<file path="src/rtl/axi_pkg.sv">
// Shared AXI definitions: FSM states, response and burst codes.
package axi_pkg;

  typedef enum logic [2:0] {
    S_IDLE,
    S_RD_REQ,
    S_RD_RESP,
    S_WR_DATA,
    S_WR_RESP
  } state_t;

  localparam logic [1:0] AXI_RESP_OKAY = 2'b00;
  localparam logic [1:0] BURST_FIXED   = 2'b00;
  localparam logic [1:0] BURST_INCR    = 2'b01;
  localparam logic [1:0] BURST_WRAP    = 2'b10;

  function automatic logic burst_steps(
    input logic [1:0] burst
  );
    return (burst == BURST_INCR) ||
           (burst == BURST_WRAP);
  endfunction

endpackage

</file>
<file path="src/rtl/axi_sram_slave.sv">
// AXI3 slave bridging one transaction at a time onto a
// single-port 32-bit SRAM with one cycle of read latency.
module axi_sram_slave
  import axi_pkg::*;
#(
  parameter int ADDR_W = 16
) (
  input  logic              clk,
  input  logic              rst,
  input  logic [3:0]        arid,
  input  logic [31:0]       araddr,
  input  logic [7:0]        arlen,
  input  logic [2:0]        arsize,
  input  logic [1:0]        arburst,
  input  logic [1:0]        arlock,
  input  logic [3:0]        arcache,
  input  logic [2:0]        arprot,
  input  logic              arvalid,
  output logic              arready,
  output logic [3:0]        rid,
  output logic [31:0]       rdata,
  output logic [1:0]        rresp,
  output logic              rlast,
  output logic              rvalid,
  input  logic              rready,
  input  logic [3:0]        awid,
  input  logic [31:0]       awaddr,
  input  logic [7:0]        awlen,
  input  logic [2:0]        awsize,
  input  logic [1:0]        awburst,
  input  logic [1:0]        awlock,
  input  logic [3:0]        awcache,
  input  logic [2:0]        awprot,
  input  logic              awvalid,
  output logic              awready,
  input  logic [3:0]        wid,
  input  logic [31:0]       wdata,
  input  logic [3:0]        wstrb,
  input  logic              wlast,
  input  logic              wvalid,
  output logic              wready,
  output logic [3:0]        bid,
  output logic [1:0]        bresp,
  output logic              bvalid,
  input  logic              bready,
  output logic              sram_en,
  output logic [3:0]        sram_wen,
  output logic [ADDR_W-1:0] sram_addr,
  output logic [31:0]       sram_wdata,
  input  logic [31:0]       sram_rdata
);

  state_t              state, next;
  logic [3:0]          id_q;
  logic [7:0]          len_q;
  logic [7:0]          cnt_q;
  logic [1:0]          burst_q;
  logic [ADDR_W-1:0]   addr_q;
  logic                rr_q;
  logic                ar_sel;
  logic                aw_sel;
  logic                adv;

  logic unused;
  assign unused = ^{arsize, arlock, arcache, arprot,
                    awsize, awlock, awcache, awprot,
                    wid, araddr[31:ADDR_W+2],
                    araddr[1:0], awaddr[31:ADDR_W+2],
                    awaddr[1:0]};

  assign rid        = id_q;
  assign bid        = id_q;
  assign rdata      = sram_rdata;
  assign rresp      = AXI_RESP_OKAY;
  assign bresp      = AXI_RESP_OKAY;
  assign sram_addr  = addr_q;
  assign sram_wdata = wdata;

  always_comb begin
    next     = state;
    arready  = 1'b0;
    awready  = 1'b0;
    wready   = 1'b0;
    rvalid   = 1'b0;
    rlast    = 1'b0;
    bvalid   = 1'b0;
    sram_en  = 1'b0;
    sram_wen = 4'b0000;
    ar_sel   = 1'b0;
    aw_sel   = 1'b0;
    adv      = 1'b0;
    if (!rst) begin
      unique case (state)
        S_IDLE: begin
          // rr_q set means the write side wins the next tie
          if (arvalid && !(awvalid && rr_q)) begin
            ar_sel  = 1'b1;
            arready = 1'b1;
            next    = S_RD_REQ;
          end else if (awvalid) begin
            aw_sel  = 1'b1;
            awready = 1'b1;
            next    = S_WR_DATA;
          end
        end
        S_RD_REQ: begin
          sram_en = 1'b1;
          next    = S_RD_RESP;
        end
        S_RD_RESP: begin
          rvalid = 1'b1;
          rlast  = (cnt_q == len_q);
          if (rready) begin
            if (cnt_q == len_q) begin
              next = S_IDLE;
            end else begin
              adv  = 1'b1;
              next = S_RD_REQ;
            end
          end
        end
        S_WR_DATA: begin
          wready = 1'b1;
          if (wvalid) begin
            sram_en  = 1'b1;
            sram_wen = wstrb;
            adv      = 1'b1;
            if (wlast) next = S_WR_RESP;
          end
        end
        S_WR_RESP: begin
          bvalid = 1'b1;
          if (bready) next = S_IDLE;
        end
        default: next = S_IDLE;
      endcase
    end
  end

  always_ff @(posedge clk) begin
    if (rst) begin
      state   <= S_IDLE;
      id_q    <= '0;
      len_q   <= '0;
      cnt_q   <= '0;
      burst_q <= '0;
      addr_q  <= '0;
      rr_q    <= 1'b0;
    end else begin
      state <= next;
      if (ar_sel) begin
        id_q    <= arid;
        addr_q  <= araddr[ADDR_W+1:2];
        len_q   <= arlen;
        burst_q <= arburst;
        cnt_q   <= '0;
      end
      if (aw_sel) begin
        id_q    <= awid;
        addr_q  <= awaddr[ADDR_W+1:2];
        len_q   <= awlen;
        burst_q <= awburst;
        cnt_q   <= '0;
      end
      if (arvalid && awvalid && (ar_sel || aw_sel))
        rr_q <= ar_sel;
      if (adv) begin
        cnt_q <= cnt_q + 8'd1;
        if (burst_steps(burst_q))
          addr_q <= addr_q + {{(ADDR_W-1){1'b0}}, 1'b1};
      end
    end
  end

endmodule

</file>
<file path="config.mk">
export PLATFORM = sky130hd
export DESIGN_NAME = axi_sram_slave
export DESIGN_NICKNAME = d
export VERILOG_FILES = /design/src/rtl/axi_pkg.sv /design/src/rtl/axi_sram_slave.sv
export SDC_FILE = /design/constraint.sdc
export NUM_CORES = 1
export LEC_CHECK = 0
export ABC_AREA = 1
export BUFFER_PORTS_ARGS = -buffer_cell sky130_fd_sc_hd__buf_2
export CAP_MARGIN = 25
export CORE_AREA = 2 2 118 120
export DETAILED_ROUTE_END_ITERATION = 8
export DIE_AREA = 0 0 120 122
export GPL_TIMING_DRIVEN = 0
export PLACE_DENSITY = 0.63
export SLEW_MARGIN = 15
export SYNTH_ARGS = -nofsm -noshare
export SYNTH_HDL_FRONTEND = slang
export SYNTH_SLANG_ARGS = --single-unit
</file>
<file path="constraint.sdc">
create_clock -name clk -period 3.2 [get_ports clk]
set_clock_uncertainty 0.2 [all_clocks]
set_input_delay 0.16 -clock clk [delete_from_list [all_inputs] [get_ports clk]]
set_output_delay 0.16 -clock clk [all_outputs]
set_load 0.005 [all_outputs]
</file>
==> results.json <==
{
  "met1_length_mm": 4.86,
  "hold_end": "state[2]",
  "combPwrFrac_pct": 48.1,
  "min_from": "bready",
  "ant_nets": 0,
  "drive_gt1_share_pct": 36.5,
  "crit_type": "reg2reg",
  "nets": 998,
  "wl_met3_um": 815,
  "drt-initial-drc-count": 202,
  "max_slew_margin_pct": 60.9,
  "r2r_cells": 9,
  "gp_congestion": 0.911,
  "first_pass_iters": 4,
  "cp-start-kind": "register",
  "grtUsageTotal_pct": 15.0,
  "cap_violations": 0,
  "seq_area_frac_synth_pct": 22.7,
  "clock-sinks": 42,
  "grt_setup_unrepaired": "no",
  "cts-root-buf": "clkbuf_16",
  "io_buffers": 169,
  "vias": 4211,
  "finalHoldViolCount": 0,
  "wl_mm": 11.3,
  "switching_share_pct": 39.4,
  "finalPower_uw": 2400,
  "layout_min_cycle_time_ps": 2440,
  "r2r_slack_ps": 760,
  "io_pins": 299,
  "outcome": "complete, no violations",
  "clock_latency_ps": 290,
  "p_switching_uw": 948,
  "die_area_um2": 14600,
  "setup_viol": 0,
  "fmax_ghz": 0.410,
  "yosysUniqueCellTypes": 34,
  "cp-end-kind": "register",
  "cts_tree": "done",
  "finalSetupTns_ps": 0,
  "ys_seq_elements": 42,
  "ir_drop_mv": 0.316,
  "num_rows": 43,
  "routedWlPerCell_um": 11.5,
  "cts_max_path_buffers": 2,
  "clockPowerShare_pct": 21.8,
  "regToRegEndpoint": "bid[2]",
  "grt_max_degree": 13,
  "die_y_um": 122,
  "grt_pass1_wl_mm": 17.8,
  "hold_depth": 4,
  "grt_pass1_vias": 3826,
  "worst_pin_slew_ps": 587,
  "critPathRequiredTime_ps": 3230,
  "h-tree-depth": 2,
  "finalCritPeriodShare_pct": 76.3,
  "synth_warnings": 0,
  "drv_slew": 0,
  "core_um2": 13500,
  "crit_path_max_fanout": 10,
  "hp-class": "in2reg",
  "p_int_uw": 1450,
  "avgSynthCellArea_um2": 6.26,
  "power-per-cell-area_nw_per_um2": 460,
  "pwr-share-seq_pct": 30.1,
  "arrival_ps": 2470,
  "netlist_area_um2": 3710,
  "top_layer": "met4",
  "syn_inst": 592,
  "setup_slack_ps": 759,
  "clk_pin_slew_worst_paths_ps": 60,
  "syn2layout_area_growth_pct": 41.0,
  "r2r-start": "state[0]",
  "start_util_pct": 27.4,
  "viasPerCell": 4.29,
  "die_x_um": 120,
  "grt_remaining_overflow": 0,
  "pre_cts_ws_ps": 1220,
  "grt_antenna_before_repair": 0,
  "cts_buffers": 5,
  "hpwl_mm": 8.82,
  "drc": 0,
  "power.leakage_uw": 0.00272,
  "diodes": 0,
  "fill_cells": 1478,
  "wl_met2_mm": 5.43
}
Yosys cell counts (all sizes together):
| master | n | area, um2 |
|---|---|---|
| conb | 1 | 3.75 |
| nand3 | 78 | 450 |
| o211ai | 2 | 15.0 |
| inv | 48 | 180 |
| a31oi | 16 | 100 |
| o21ai | 5 | 25.0 |
| clkinv | 1 | 5.00 |
| xor2 | 9 | 86.3 |
| xnor2 | 6 | 52.6 |
| a211oi | 1 | 7.51 |
| nand3b | 2 | 15.0 |
| nor3 | 5 | 36.3 |
| dfxtp | 42 | 841 |
| buf | 92 | 686 |
| nand4 | 4 | 40.0 |
| nand2 | 191 | 724 |
| nor2 | 35 | 134 |
| and2 | 16 | 100 |
| nor4 | 2 | 12.5 |
| ha | 2 | 25.0 |
| clkbuf | 6 | 22.5 |
| or2 | 3 | 18.8 |
| a21oi | 25 | 125 |
power groups by stage:
stage          logic, uW  clock network, uW  registers [uW]
2_1_floorplan        769                  0             715
3_3_place_gp        1090                  0             734
3_5_place_dp        1110                  0             735
4_1_cts             1160                532             724
5_1_grt             1300                557             745
6_report            1150                524             724
worst max path at each step:
stage	from	end	slack (ps)	cells past startpoint
2_1_floorplan	state[0]	sram_addr[4]	1490	9
3_3_place_gp	state[0]	sram_addr[3]	1230	9
3_5_place_dp	state[0]	sram_addr[14]	1220	9
4_1_cts	state[0]	len_q[4]	780	9
5_1_grt	state[0]	len_q[3]	630	9
6_report	state[0]	bid[2]	760	9
placed cells by master (no fill, tap or decap), types with 6 or more instances in the layout:
master / n
dfxtp_1: 42
dlygate4sd3_1: 29
nand3_2: 12
a31oi_1: 16
a21oi_1: 25
and2_1: 15
nor2_1: 34
nand3_1: 66
buf_4: 75
inv_1: 47
clkbuf_1: 7
xor2_1: 8
buf_2: 180
nand2_1: 188
buf_6: 6
xnor2_1: 6
per-layer routing:
metal  GRT usage, %  vias to the layer above
met5              0                        -
met4           4.71                        0
met3           2.11                       13
met2           26.5                      160
met1           18.8                     1816
li1               -                     2222
worst max-delay path, cell delays in order, from the launching register on:
cell and delay (ps):
dfxtp_1 310, buf_6 130, nor3_4 290, nand4_4 230
clkinv_2 160, buf_6 160, buf_6 140, nand2_1 50
a31oi_1 130, dlygate4sd3_1 570
stage by stage:
| stage | util (%) | hold slack [ps] | instance area, um2 | instances |
|---|---|---|---|---|
| 2_1_floorplan | - | 56.0 | 3720 | 595 |
| 3_3_place_gp | 35.5 | 201 | 4790 | 944 |
| 3_5_place_dp | 35.5 | 203 | 4790 | 944 |
| 4_1_cts | 38.7 | 13.1 | 5230 | 981 |
| 5_1_grt | 38.7 | 46.6 | 5230 | 981 |
| 6_report | 38.7 | 12.6 | 5230 | 981 |
flip-flops by register name, indices dropped and copies added, names as in the netlist:
signal / count
sram_addr: 16
state: 3
rr_q: 1
len_q: 8
cnt_q: 8
burst_q: 2
bid: 4
cell families (layout without fill, tap and decap cells):
logic type               count (synthesis)  after routing  share of synthesized area (%)
AO/OA/AOI/OAI                           49             49                           7.36
XOR/XNOR                                15             15                           3.75
adder cells (fa/ha/maj)                  2              2                          0.675
buffers and inverters                  147            353                           24.1
flip-flops                              42             42                           22.7
other                                    1              4                          0.101
AND/OR/NAND/NOR                        336            336                           41.3
repair_timing:
| action | 4_1_cts | 5_1_grt |
|---|---|---|
| hold buffers | 29 | 0 |
| buffers inserted | 0 | 0 |
| setup endpoints to repair | 0 | 0 |
| gates resized for setup | 0 | 0 |
| endpoints found under the hold margin | 15 | 0 |
final cells by class:
type	instances	area, um2	area share (%)
buffer	98	708	13.6
clock buffer	7	143	2.73
clock inverter	1	5.00	0.0958
inverter	49	185	3.54
multi-input combinational	406	1980	37.9
sequential	42	841	16.1
tap	180	225	4.31
timing repair buffer	198	1140	21.7
Power figures use the tool's default switching activity.
